File: src/rtl/alu_seq.sv
// alu_seq: WIDTH-bit ALU with an N/V/Z/C flag register and an optional shift-add multiplier.
// The multiplier FSM and product register exist only when ALU_MUL_EN is defined.
module alu_seq #(
    parameter int WIDTH = 8
) (
    input  logic             clk,
    input  logic             reset_n,
    input  logic [2:0]       op,
    input  logic [WIDTH-1:0] a,
    input  logic [WIDTH-1:0] b,
    input  logic             start,
    input  logic             load,
    input  logic             clear,
    input  logic             sum_out,
    output logic [WIDTH-1:0] bus_out,
    output logic [WIDTH-1:0] data_out,
    output logic [WIDTH-1:0] mul_hi,
    output logic [3:0]       flags_out,
    output logic             busy,
    output logic             done
);

    typedef enum logic [2:0] {
        OP_ADD = 3'b000,
        OP_SUB = 3'b001,
        OP_ADC = 3'b010,
        OP_SBC = 3'b011,
        OP_AND = 3'b100,
        OP_OR  = 3'b101,
        OP_XOR = 3'b110,
        OP_MUL = 3'b111
    } op_t;

    logic [3:0]       flags_q;
    logic [3:0]       flags_next;
    logic [WIDTH-1:0] result;
    logic [WIDTH-1:0] mul_lo;
    logic             c_flag;
    logic             v_flag;
    logic             add_cin;
    logic             sub_cin;
    logic [WIDTH:0]   sum_ext;
    logic [WIDTH:0]   diff_ext;

    assign add_cin = (op == OP_ADC) && flags_q[0];
    assign sub_cin = (op == OP_SBC) && flags_q[0];
    assign sum_ext  = {1'b0, a} + {1'b0, b} + {{WIDTH{1'b0}}, add_cin};
    // The extra top bit of the difference goes high exactly when a < b + cin.
    assign diff_ext = {1'b0, a} - {1'b0, b} - {{WIDTH{1'b0}}, sub_cin};

    always_comb begin
        result = '0;
        c_flag = 1'b0;
        v_flag = 1'b0;
        case (op)
            OP_ADD, OP_ADC: begin
                result = sum_ext[WIDTH-1:0];
                c_flag = sum_ext[WIDTH];
                v_flag = (a[WIDTH-1] == b[WIDTH-1]) && (result[WIDTH-1] != a[WIDTH-1]);
            end
            OP_SUB, OP_SBC: begin
                result = diff_ext[WIDTH-1:0];
                c_flag = diff_ext[WIDTH];
                v_flag = (a[WIDTH-1] != b[WIDTH-1]) && (result[WIDTH-1] != a[WIDTH-1]);
            end
            OP_AND: result = a & b;
            OP_OR:  result = a | b;
            OP_XOR: result = a ^ b;
            OP_MUL: begin
                result = mul_lo;
                c_flag = |mul_hi;
            end
            default: result = '0;
        endcase
    end

    assign flags_next = {result[WIDTH-1], v_flag, (result == '0), c_flag};
    assign data_out   = result;
    assign bus_out    = sum_out ? result : '0;
    assign flags_out  = flags_q;

    always_ff @(posedge clk) begin
        if (!reset_n)
            flags_q <= '0;
        else if (clear)
            flags_q <= '0;
        else if (load && !((op == OP_MUL) && busy))
            flags_q <= flags_next;
    end

`ifdef ALU_MUL_EN
    typedef enum logic [1:0] {
        IDLE = 2'b00,
        RUN  = 2'b01,
        DONE = 2'b10
    } state_t;

    localparam int CW = (WIDTH > 2) ? $clog2(WIDTH) : 1;

    state_t             state;
    state_t             state_next;
    logic [2*WIDTH-1:0] mcand;
    logic [2*WIDTH-1:0] acc;
    logic [2*WIDTH-1:0] acc_next;
    logic [2*WIDTH-1:0] prod;
    logic [WIDTH-1:0]   mplier;
    logic [CW-1:0]      cnt;
    logic               last_bit;

    assign last_bit = (cnt == CW'(WIDTH - 1));
    assign acc_next = acc + (mplier[0] ? mcand : '0);

    always_ff @(posedge clk) begin
        if (!reset_n)
            state <= IDLE;
        else
            state <= state_next;
    end

    always_comb begin
        state_next = state;
        case (state)
            IDLE:    if (start && (op == OP_MUL)) state_next = RUN;
            RUN:     if (last_bit) state_next = DONE;
            DONE:    state_next = IDLE;
            default: state_next = IDLE;
        endcase
    end

    // The final partial sum goes straight into the product so it is valid while done is high.
    always_ff @(posedge clk) begin
        if (!reset_n) begin
            mcand  <= '0;
            acc    <= '0;
            mplier <= '0;
            cnt    <= '0;
            prod   <= '0;
        end else begin
            case (state)
                IDLE: begin
                    if (state_next == RUN) begin
                        mcand  <= {{WIDTH{1'b0}}, a};
                        mplier <= b;
                        acc    <= '0;
                        cnt    <= '0;
                    end
                end
                RUN: begin
                    acc    <= acc_next;
                    mcand  <= mcand << 1;
                    mplier <= mplier >> 1;
                    cnt    <= cnt + CW'(1);
                    if (last_bit)
                        prod <= acc_next;
                end
                default: ;
            endcase
        end
    end

    assign mul_lo = prod[WIDTH-1:0];
    assign mul_hi = prod[2*WIDTH-1:WIDTH];
    assign busy   = (state == RUN);
    assign done   = (state == DONE);
`else
    logic unused_start;
    assign unused_start = &{1'b0, start};
    assign mul_lo = '0;
    assign mul_hi = '0;
    assign busy   = 1'b0;
    assign done   = 1'b0;
`endif

endmodule

File: config.mk
export PLATFORM = sky130hd
export DESIGN_NAME = alu_seq
export DESIGN_NICKNAME = d
export VERILOG_FILES = /design/src/rtl/alu_seq.sv
export SDC_FILE = /design/constraint.sdc
export NUM_CORES = 1
export LEC_CHECK = 0
export CAP_MARGIN = 20
export CORE_UTILIZATION = 45
export CTS_CLUSTER_SIZE = 28
export DETAILED_ROUTE_END_ITERATION = 6
export DONT_BUFFER_PORTS = 1
export SETUP_SLACK_MARGIN = 0.05
export SLEW_MARGIN = 0
export SYNTH_ARGS = -nofsm -noshare
export SYNTH_HDL_FRONTEND = slang
export SYNTH_SLANG_ARGS = --single-unit
export TNS_END_PERCENT = 1
File: constraint.sdc
create_clock -name clk -period 6.6 [get_ports clk]
set_input_delay 0.99 -clock clk [delete_from_list [all_inputs] [get_ports clk]]
set_output_delay 0.99 -clock clk [all_outputs]
set_load 0.01 [all_outputs]
Word-level counts from Yosys, hierarchy flattened
Cells that the tools add are included.

Bitwise logic cells: 4. Divide/modulo/power cells: 0. $lt $le $gt $ge: 0. Muxes and demuxes: 4. Equality and inequality tests: 11. Multipliers: 0. Add/sub/neg operators: 4. Reduce and logical (&&, ||, !) cells: 9. Shift operators: 0.

Operator list (number): 8-bit one-hot mux with 6 select lines (1); 3-bit == test, second input constant (4); 8-bit by 8-bit adder with 9-bit output (1); 9-bit by 1-bit adder with 9-bit output (1); 8-bit by 8-bit subtractor with 9-bit output (1); 9-bit by 1-bit subtractor with 9-bit output (1); 8-bit AND (1); 8-bit zero test (1); 8-bit 2-to-1 mux (1); 8-bit OR (1); 8-bit bitwise XOR (1); 3-bit by 2-bit == test with 1-bit output, second input constant (2); 2-bit OR reduction (3); 1-bit logical AND (4); 1-bit one-hot mux with 2 select lines (2); 3-bit by 1-bit == test with 1-bit output, second input constant (1); 3-bit zero test (1); 1-bit inequality test (3); 1-bit == test (1); 1-bit inverter (1).

Memory bits (writable): 0. Memory bits (read-only): 0. Register bits: 4. Word-level logic and storage cells: 33. Latch bits: 0. Output and inout bits: 30. Memories: 0. Input port bits: 25.

Longest topological paths before layout
Gate-level depths: netlist of the first run.

Depth after elaboration: 6. Gate-level depth with buffers: 12. Mapped depth without buffers: 12.

Least setup slack after synthesis of the first run
Ideal clock, no wire load.

Path kind: input to output. Start: input port op[1]. End: output port bus_out[6]. Stages on the path: 12. Setup slack: 1720 ps. Arrival: 3890 ps. Path buffers: 2. Required time: 5610 ps. Cell sequence: clkbuf_1 -> clkbuf_1 -> nand3_1 -> fa_1 -> inv_1 -> fa_1 -> nand2b_4 -> a2111oi_0 -> o21ai_0 -> a32oi_1 -> a2bb2oi_1 -> and2_1.

Cells in the longest elaborated chain, start to end: 5. Elaborated cells between the ends (all ways): 16. Classes of those cells: add/sub: 2; eq/ne: 7; mux: 2; reduce/logical: 5.

Ends and longest elaborated chain: start: declaration (line 8) `input logic [2:0] op,`; 3-bit by 2-bit == test with 1-bit output (on tied branches) (line 46, 55, 45); 1-bit logical AND (on tied branches) (line 46, 45); 9-bit by 1-bit subtractor with 9-bit output / 9-bit by 1-bit adder with 9-bit output (equally long branches) (line 49, 47); 8-bit one-hot mux with 6 select lines * (line 55) `case (op)`; named net data_out[6] (line 16) `output logic [WIDTH-1:0] data_out,`; 8-bit 2-to-1 mux * (line 79) `assign bus_out = sum_out ? result : '0;`; end: declaration (line 15) `output logic [WIDTH-1:0] bus_out,`.

The timed path passes the listed nets; every way through them passes the cells marked *.

Final worst setup path of the first run
Start: input port op[0]. End: output port bus_out[6].

The elaborated chain is that of the path after synthesis.

==> results of run 1 <==
logic make-up (layout without fill, tap and decap cells):
group	after synthesis	count (layout)	share of synthesized area
adders and majority gates	32	32	0.264
xor gates and xnor gates	10	10	0.0538
and+or+nand+nor	59	59	0.194
DFF	4	4	0.0492
buffers and inverters	44	29	0.131
AOI/OAI and AO/OA	52	52	0.233
other	1	10	0.00230
muxes	9	9	0.0723
cells in the mapped netlist (all sizes together), types with 2 or more instances:
cell type,instances
a2111oi,2
a211oi,3
a21o,3
a21oi,12
a2bb2oi,2
and2,9
and3,3
buf,15
clkbuf,3
dfxtp,4
fa,4
ha,28
inv,25
mux2,2
mux2i,5
mux4,2
nand2,7
nand2b,3
nand3,3
nor2,19
nor2b,2
nor3,5
o211ai,2
o21a,2
o21ai,8
o221ai,3
o22ai,2
o31ai,2
or2,2
or3,2
xnor2,7
xor2,3
per-layer routing:
metal | vias to the layer above | share of wire | track usage
met2 | 60 | 0.48 | 0.363
met1 | 658 | 0.44 | 0.232
met4 | 0 | 0.012 | 0.0727
met3 | 5 | 0.065 | 0.0239
met5 | - | 0 | 0
li1 | 706 | - | -
final timing paths:
check | from | to | cells past startpoint
setup / recovery | op[0] | bus_out[6] | 12
setup reg to reg | flags_out[0]$_SDFFE_PP0P_ | flags_out[1]$_SDFFE_PP0P_ | 10
hold / removal | flags_out[2]$_SDFFE_PP0P_ | flags_out[2]$_SDFFE_PP0P_ | 2
hold reg to reg | flags_out[2]$_SDFFE_PP0P_ | flags_out[2]$_SDFFE_PP0P_ | 2
cell type report:
type                    instances  area [µm²]  share of cell area
clock buffers                   3        22.5              0.0139
multi-input cells             172        1370               0.841
inverters                      26        97.6              0.0600
flip-flops and latches          4        80.1              0.0493
well taps                      46        57.6              0.0354
worst register-to-register path, delay by kind of cell, from the launching register on:
family | cells | cell delay [ns]
simple gates | 3 | 0.97
xor+xnor | 1 | 0.13
compound gates | 2 | 0.33
buf+inv | 1 | 0.07
flops | 1 | 0.42
fa+ha+maj | 2 | 0.62
mux | 1 | 0.54
where the power goes:
group / switching, mW / total (mW) / internal (mW) / leakage (nW)
sequential: 0.000723 / 0.0256 / 0.0249 / 0.0324
clock: 0.0116 / 0.0320 / 0.0204 / 0.0138
combinational: 0.0770 / 0.135 / 0.0583 / 0.718
==> results by group, run 1 <==
Final layout
  – Fillers: ~360
  – Layout cells sized above 1: 0.0732
  – Non-Filler Instances: between 200 and 300
  – Area growth syn-to-layout: -0.154%
  – Most frequent cells in the layout: 28 x ha_1, 25 x inv_1, 19 x nor2_1
  – Max reg flops: 4
  – Antenna cell count: 0
  – Commonest non-fill, non-tap cell in the layout: ha_1
  – Finished Core Util: 0.480
  – Final design instance area without fill: about 1600 µm²
  – Final nets: roughly 260

Setup path
  – Delay-heaviest family, CP: compound AO/OA/AOI/OAI gates
  – Setup crit end kind: primary output
  – Worst-path cell chain: clkinv_1 > nor2_1 > nand3_1 > fa_1 > inv_1 > fa_1 > nand2b_4 > a2111oi_0 > o21ai_0 > a32oi_1 > a2bb2oi_1 > and2_1
  – CP dominant cell by count: fa_1
  – Flop2flop setup slack: about 3.4 ns
  – Crit-path slowest cell: a2111oi_0
  – Critical path arrival: 4.26 ns
  – Worst path max stage delay: roughly 0.62 ns
  – Startpoint types: primary input
  – WP buf/inv: 2
  – Maximum fanout along the worst path: 21
  – Worst Path Required: 5.61 ns
  – WS Path Type: in2out

Floorplan
  – Initial Util: 0.480
  – Die area: just under 4000 µm²
  – I/O pin count: 55
  – Total core area: between 3000 and 4000 µm²
  – Chip width: about 62 µm
  – Core Rows: 21
  – DIE HEIGHT: between 60 and 70 µm

Logic synthesis
  – Yosys reg bits: 4
  – Synth Cell Area: 1630 µm²
  – Avg Cell Area, Syn: about 7.7 µm²
  – Top_reg_cell synth: dfxtp_1
  – Synth cell types: 56
  – Post-synth EDFFs: 0
  – Post-synth ARST share: 0
  – Synth Warn #: 0
  – Post-synthesis cell count: ~210
  – Sequential area share after synthesis: 0.0492
  – Dominant cell type by area after synthesis: ha_1
  – Top post-synthesis cells by area: ha_1 22%, inv_1 5.8%, buf_4 5.1%
  – Top cell type's share of synthesized area: 0.215

Clock tree
  – Post-CTS Hold Buffers: 0
  – CTS tree: built
  – CTS H-tree depth: 1
  – CTS root buf: clkbuf_4
  – Skew-Pair Late Insertion Delay: 0.25 ns
  – # resized after CTS: 0
  – Setup bufs post-CTS: 0
  – Clock-pin slew on the worst setup and hold paths: approximately 0.040 ns
  – CTS buffer count: 3
  – Bufs on Longest Clock Path: 2
  – CTS sink cnt: 4

STA
  – Relative slew slack: 0.547
  – Fin crit share: 0.795
  – TNS Setup: 0 ns
  – FMAX: roughly 0.19 GHz
  – Clock Skew: approximately 0.0078 ns
  – Slew @ Worst Pin: roughly 0.66 ns
  – Hold_ws: between 0.5 and 0.6 ns
  – Period minus WS final: 5.25 ns
  – RSZ-0062 raised after global routing: no
  – Slack of the critical path: between 1 and 1.5 ns
  – Final slew viol count: 0
  – Hold Fails Final Rpt: 0
  – Finish-stage setup viols: 0

Routing
  – WL per Instance: approximately 15 µm
  – Via count: 1429
  – Final ANT Viol Nets: 0
  – Drt via density: around 5.7
  – Drt drc: 0
  – Total routed wirelength: between 3 and 4 mm
  – 1st-iter DRT viols: 46
  – DRT Pass-1 Iters: 4

Min path
  – Worst hold path type: reg2reg

GRT
  – Global route overflow: 0
  – Largest net degree at the start of global routing: 24
  – Global-route wire length before repair: about 6.3 mm
  – Vias in the first global route: ~1500
  – Total Routing Usage GR: 0.198
  – Initial antenna violation count: 0

Place
  – DP Area: 1600 µm²
  – DP HPWL: 3.08 mm
  – Pre-CTS setup slack: 1.39 ns
  – RD Place Congestion: 0.889
  – Placed Instances: ~250
  – Buffers on Ports: 0

Status
  – Status: finished clean

Pwr
  – PD cells: 119 nW/µm²
  – Pleak: roughly 0.76 nW
  – Max rail drop VDD: 0.0453 mV
  – Power, Total: a little under 0.2 mW

Flow run
  – Max Cap Viol: 0
(Power assumes the default switching activity.)
==> run 2: changes to the inputs <==
==> constraint.sdc (replaced) <==
create_clock -name clk -period 5.5 [get_ports clk]
set_input_delay 0.825 -clock clk [delete_from_list [all_inputs] [get_ports clk]]
set_output_delay 0.825 -clock clk [all_outputs]
set_load 0.01 [all_outputs]
==> results by group, run 2 (same netlist as run 1, synthesis figures left out) <==
Setup path
  – Crit-path slowest cell: a2111oi_0
  – Startpoint types: primary input
  – WS Path Type: in2out
  – CP dominant cell by count: fa_1
  – Worst-path cell chain: clkinv_1 > nor2_1 > nand3_1 > fa_1 > inv_1 > fa_1 > nand2b_4 > a2111oi_0 > o21ai_0 > a32oi_1 > a2bb2oi_1 > buf_4 > and2_1
  – Worst Path Required: about 4.7 ns
  – Setup crit end kind: primary output
  – Maximum fanout along the worst path: 21
  – Worst path max stage delay: 0.67 ns
  – Delay-heaviest family, CP: compound AO/OA/AOI/OAI gates
  – WP buf/inv: 3
  – Critical path arrival: 4.01 ns

Floorplan
  – Die area: about 3900 µm²
  – DIE HEIGHT: between 60 and 70 µm
  – Total core area: 3390 µm²
  – Initial Util: 0.480
  – Core Rows: 21
  – Chip width: around 62 µm
  – I/O pin count: between 50 and 60

STA
  – Period minus WS final: a little under 5 ns
  – Hold Fails Final Rpt: 0
  – Finish-stage setup viols: 0
  – Slack of the critical path: 0.661 ns
  – Clock Skew: approximately 0.0065 ns
  – Final slew viol count: 0
  – TNS Setup: 0 ns
  – FMAX: 0.207 GHz
  – Slew @ Worst Pin: about 0.70 ns
  – Hold_ws: 0.511 ns
  – Fin crit share: 0.880
  – Relative slew slack: 0.524
  – RSZ-0062 raised after global routing: no

Clock tree
  – Clock-pin slew on the worst setup and hold paths: about 0.04 ns
  – CTS tree: built
  – CTS root buf: clkbuf_4
  – Skew-Pair Late Insertion Delay: between 0.2 and 0.25 ns
  – Setup bufs post-CTS: 0
  – CTS H-tree depth: 1
  – # resized after CTS: 0
  – CTS sink cnt: 4
  – Bufs on Longest Clock Path: 2
  – CTS buffer count: 3
  – Post-CTS Hold Buffers: 0

GRT
  – Largest net degree at the start of global routing: 24
  – Total Routing Usage GR: 0.195
  – Global route overflow: 0
  – Vias in the first global route: ~1400
  – Initial antenna violation count: 0
  – Global-route wire length before repair: 6.15 mm

Final layout
  – Layout cells sized above 1: 0.0777
  – Max reg flops: 4
  – Commonest non-fill, non-tap cell in the layout: ha_1
  – Area growth syn-to-layout: 0.308%
  – Finished Core Util: 0.482
  – Non-Filler Instances: between 200 and 300
  – Final design instance area without fill: about 1600 µm²
  – Antenna cell count: 0
  – Most frequent cells in the layout: 28 x ha_1, 25 x inv_1, 19 x nor2_1
  – Fillers: roughly 350
  – Final nets: roughly 270

Status
  – Status: finished clean

Routing
  – Total routed wirelength: approximately 3.8 mm
  – Via count: roughly 1500
  – Drt via density: 5.78
  – Final ANT Viol Nets: 0
  – WL per Instance: 14.9 µm
  – Drt drc: 0
  – DRT Pass-1 Iters: 4
  – 1st-iter DRT viols: 60

Place
  – Buffers on Ports: 0
  – Pre-CTS setup slack: 0.755 ns
  – Placed Instances: around 250
  – DP Area: 1610 µm²
  – DP HPWL: 3.04 mm
  – RD Place Congestion: between 0.8 and 0.9

Pwr
  – Sequential share of power: 0.132
  – Comb power frac: 0.707
  – Psw: between 0.1 and 0.15 mW
  – Max rail drop VDD: approximately 0.049 mV
  – Internal: between 0.1 and 0.15 mW
  – Clock power frac: 0.162
  – Pleak: between 0.7 and 0.8 nW
  – Switching part of the total: 0.462
  – PD cells: 143 nW/µm²
  – Power, Total: 0.234 mW

Flow run
  – Max Cap Viol: 0

Min path
  – Worst hold path type: reg2reg
-- run 2: cell count changes in the layout (fill, tap and decap cells not counted) --
cell   delta
buf_4     +1
-- run 2: routing by layer --
| metal | routed length (µm) | vias to the layer above | part of all wire | global-route usage |
|---|---|---|---|---|
| li1 | - | 712 | - | - |
| met1 | 1700 | 685 | 0.45 | 0.244 |
| met2 | 1770 | 56 | 0.47 | 0.341 |
| met3 | 235 | 4 | 0.063 | 0.0221 |
| met4 | 52 | 0 | 0.014 | 0.0698 |
| met5 | 0 | - | 0 | 0 |
-- run 2: cell type report --
cell class / instances / area (µm²) / share of cell area
Multi-Input combinational cell: 172 / 1370 / 0.838
Inverter: 26 / 97.6 / 0.0598
Sequential cell: 4 / 80.1 / 0.0490
Tap cell: 46 / 57.6 / 0.0352
Clock buffer: 3 / 22.5 / 0.0138
Timing Repair Buffer: 1 / 7.51 / 0.00460
-- run 2: final timing paths --
kind / start / endpoint / slack (ns) / cells past startpoint
max: op[0] / bus_out[6] / 0.66 / 13
min: flags_out[2]$_SDFFE_PP0P_ / flags_out[2]$_SDFFE_PP0P_ / 0.51 / 2
max reg2reg: flags_out[0]$_SDFFE_PP0P_ / flags_out[1]$_SDFFE_PP0P_ / 2.33 / 10
min reg2reg: flags_out[2]$_SDFFE_PP0P_ / flags_out[2]$_SDFFE_PP0P_ / 0.51 / 2
-- run 2: worst min-delay path: cells and delay by family (launching register included) --
kind / cells / cell delay [ns]
simple gates: 1 / 0.06
flops: 1 / 0.33
compound gates: 1 / 0.06
-- run 2: power groups by stage --
stage / clock [mW] / sequential, mW / combinational (mW)
after detailed placement: 0 / 0.0313 / 0.164
final: 0.0379 / 0.0308 / 0.166
after global routing: 0.0400 / 0.0309 / 0.183
after floorplan: 0 / 0.0311 / 0.148
after global placement: 0 / 0.0312 / 0.161
after CTS: 0.0396 / 0.0308 / 0.165
==> run 3: changes to the inputs <==
--- a/config.mk
+++ b/config.mk
@@ -6,6 +6,7 @@
 export NUM_CORES = 1
 export LEC_CHECK = 0
 export CAP_MARGIN = 20
+export CORE_MARGIN = 4
 export CORE_UTILIZATION = 45
 export CTS_CLUSTER_SIZE = 28
 export DETAILED_ROUTE_END_ITERATION = 6
==> results by group, run 3 (same netlist as run 1, synthesis figures left out) <==
Flow run
  – Max Cap Viol: 0

GRT
  – Initial antenna violation count: 0
  – Met2 Use GR: 0.301
  – Global route overflow: 0
  – Met1 Use GR: 0.218
  – Met3 Usage GRT: 0.0296
  – Vias in the first global route: 1393
  – Largest net degree at the start of global routing: 24
  – Most Used Layer, Global Route: met2
  – Total Routing Usage GR: 0.172
  – Global-route wire length before repair: 6.22 mm

Min path
  – Worst hold path type: reg2reg

Setup path
  – R2R Path Start: flags_out[0]$_SDFFE_PP0P_
  – Critical path arrival: ~3.9 ns
  – Worst setup endpoint: bus_out[6]
  – Maximum fanout along the worst path: 21
  – Worst Path Required: around 4.7 ns
  – WS Path Type: in2out
  – Startpoint types: primary input
  – Flop2flop setup slack: 2.33 ns
  – CP Launch Point: op[0]
  – R2R cell count: 10
  – R2r endpoint: flags_out[1]$_SDFFE_PP0P_
  – Setup crit end kind: primary output

Clock tree
  – CTS tree: built
  – CTS root buf: clkbuf_4
  – Post-CTS Hold Buffers: 0
  – CTS sink cnt: 4
  – CTS buffer count: 3
  – CTS H-tree depth: 1
  – Skew-Pair Late Insertion Delay: 0.23 ns
  – # resized after CTS: 0
  – Bufs on Longest Clock Path: 2
  – Setup bufs post-CTS: 0
  – Clock-pin slew on the worst setup and hold paths: approximately 0.03 ns

STA
  – Fin crit share: 0.862
  – Finish-stage setup viols: 0
  – Period minus WS final: 4.74 ns
  – Slew @ Worst Pin: around 0.68 ns
  – Final slew viol count: 0
  – Clock Skew: around 0.00086 ns
  – TNS Setup: 0 ns
  – Relative slew slack: 0.534
  – Hold Fails Final Rpt: 0
  – FMAX: roughly 0.21 GHz
  – RSZ-0062 raised after global routing: no

Routing
  – Drt via density: 5.61
  – Via count: approximately 1400
  – WL per Instance: around 15 µm
  – Drt drc: 0
  – Total routed wirelength: approximately 3.8 mm
  – Final ANT Viol Nets: 0
  – 1st-iter DRT viols: 80
  – DRT Pass-1 Iters: 7

Pwr
  – Max rail drop VDD: approximately 0.045 mV
  – Clock power frac: 0.154
  – Power, Total: between 0.2 and 0.25 mW
  – Switching part of the total: 0.460
  – Sequential share of power: 0.133
  – Pleak: around 0.77 nW
  – Comb power frac: 0.713
  – Internal: roughly 0.13 mW
  – PD cells: about 140 nW/µm²
  – Psw: 0.107 mW

Place
  – RD Place Congestion: 0.858
  – DP HPWL: 3.18 mm
  – Buffers on Ports: 0
  – DP Area: roughly 1600 µm²

Final layout
  – Antenna cell count: 0
  – Finished Core Util: 0.478
  – Commonest non-fill, non-tap cell in the layout: ha_1
  – Area of the multi-input gates: around 1400 µm²
  – Layout cells sized above 1: 0.0777
  – Final nets: around 270
  – Fillers: 343
  – Most frequent cells in the layout: 28 x ha_1, 25 x inv_1, 19 x nor2_1
  – Area growth syn-to-layout: 0.308%
  – Sequential Area: 80.1 µm²
  – Max reg flops: 4
  – Final design instance area without fill: roughly 1600 µm²

Floorplan
  – Chip width: between 60 and 70 µm
  – DIE HEIGHT: between 60 and 70 µm
  – Initial Util: 0.477
  – Core Rows: 21
  – Total core area: around 3400 µm²
  – I/O pin count: 55
  – Die area: between 4000 and 5000 µm²

Status
  – Status: finished clean
==> run 3: area by class of cell <==
cell class,instances,area share
multi-input cells,172,0.838
inverters,26,0.0598
flip-flops and latches,4,0.0490
well taps,46,0.0352
clock buffers,3,0.0138
repair buffers,1,0.00460
==> run 3: worst min path at each step <==
stage                     depth (start not counted)  slack [ns]                   endpoint                      start
after floorplan                                   2        0.49  flags_out[2]$_SDFFE_PP0P_  flags_out[2]$_SDFFE_PP0P_
after global placement                            2        0.51  flags_out[1]$_SDFFE_PP0P_  flags_out[1]$_SDFFE_PP0P_
after detailed placement                          2        0.52  flags_out[2]$_SDFFE_PP0P_  flags_out[2]$_SDFFE_PP0P_
after CTS                                         2        0.53  flags_out[2]$_SDFFE_PP0P_  flags_out[2]$_SDFFE_PP0P_
after global routing                              2        0.56  flags_out[1]$_SDFFE_PP0P_  flags_out[1]$_SDFFE_PP0P_
final                                             2        0.52  flags_out[2]$_SDFFE_PP0P_  flags_out[2]$_SDFFE_PP0P_
==> run 3: stage by stage <==
stage,hold slack [ns],std cells,setup slack (ns)
6_report,0.519,252,0.759
5_1_grt,0.556,252,0.495
4_1_cts,0.525,252,0.750
3_5_place_dp,0.521,249,0.752
3_3_place_gp,0.510,249,0.774
2_1_floorplan,0.486,220,0.950
==> run 3: power by group through the flow <==
stage,registers [mW],logic (mW),clock network (mW)
final,0.0308,0.166,0.0358
after global routing,0.0309,0.187,0.0387
after CTS,0.0308,0.166,0.0371
after detailed placement,0.0313,0.165,0
after global placement,0.0312,0.162,0
after floorplan,0.0311,0.148,0
==> run 3: per-layer routing <==
layer	part of all wire	vias up	wire [µm]
li1	-	706	-
met1	0.44	646	1660
met2	0.46	57	1740
met3	0.092	4	347
met4	0.0087	0	33
met5	0	-	0
==> run 3: worst max-delay path, cell delays in order <==
cell and delay, ns:
clkinv_1 0.24, nor2_1 0.28, nand3_1 0.14, fa_1 0.42, inv_1 0.08, fa_1 0.25
nand2b_4 0.07, a2111oi_0 0.65, o21ai_0 0.19, a32oi_1 0.24, a2bb2oi_1 0.17, buf_4 0.17
and2_1 0.19
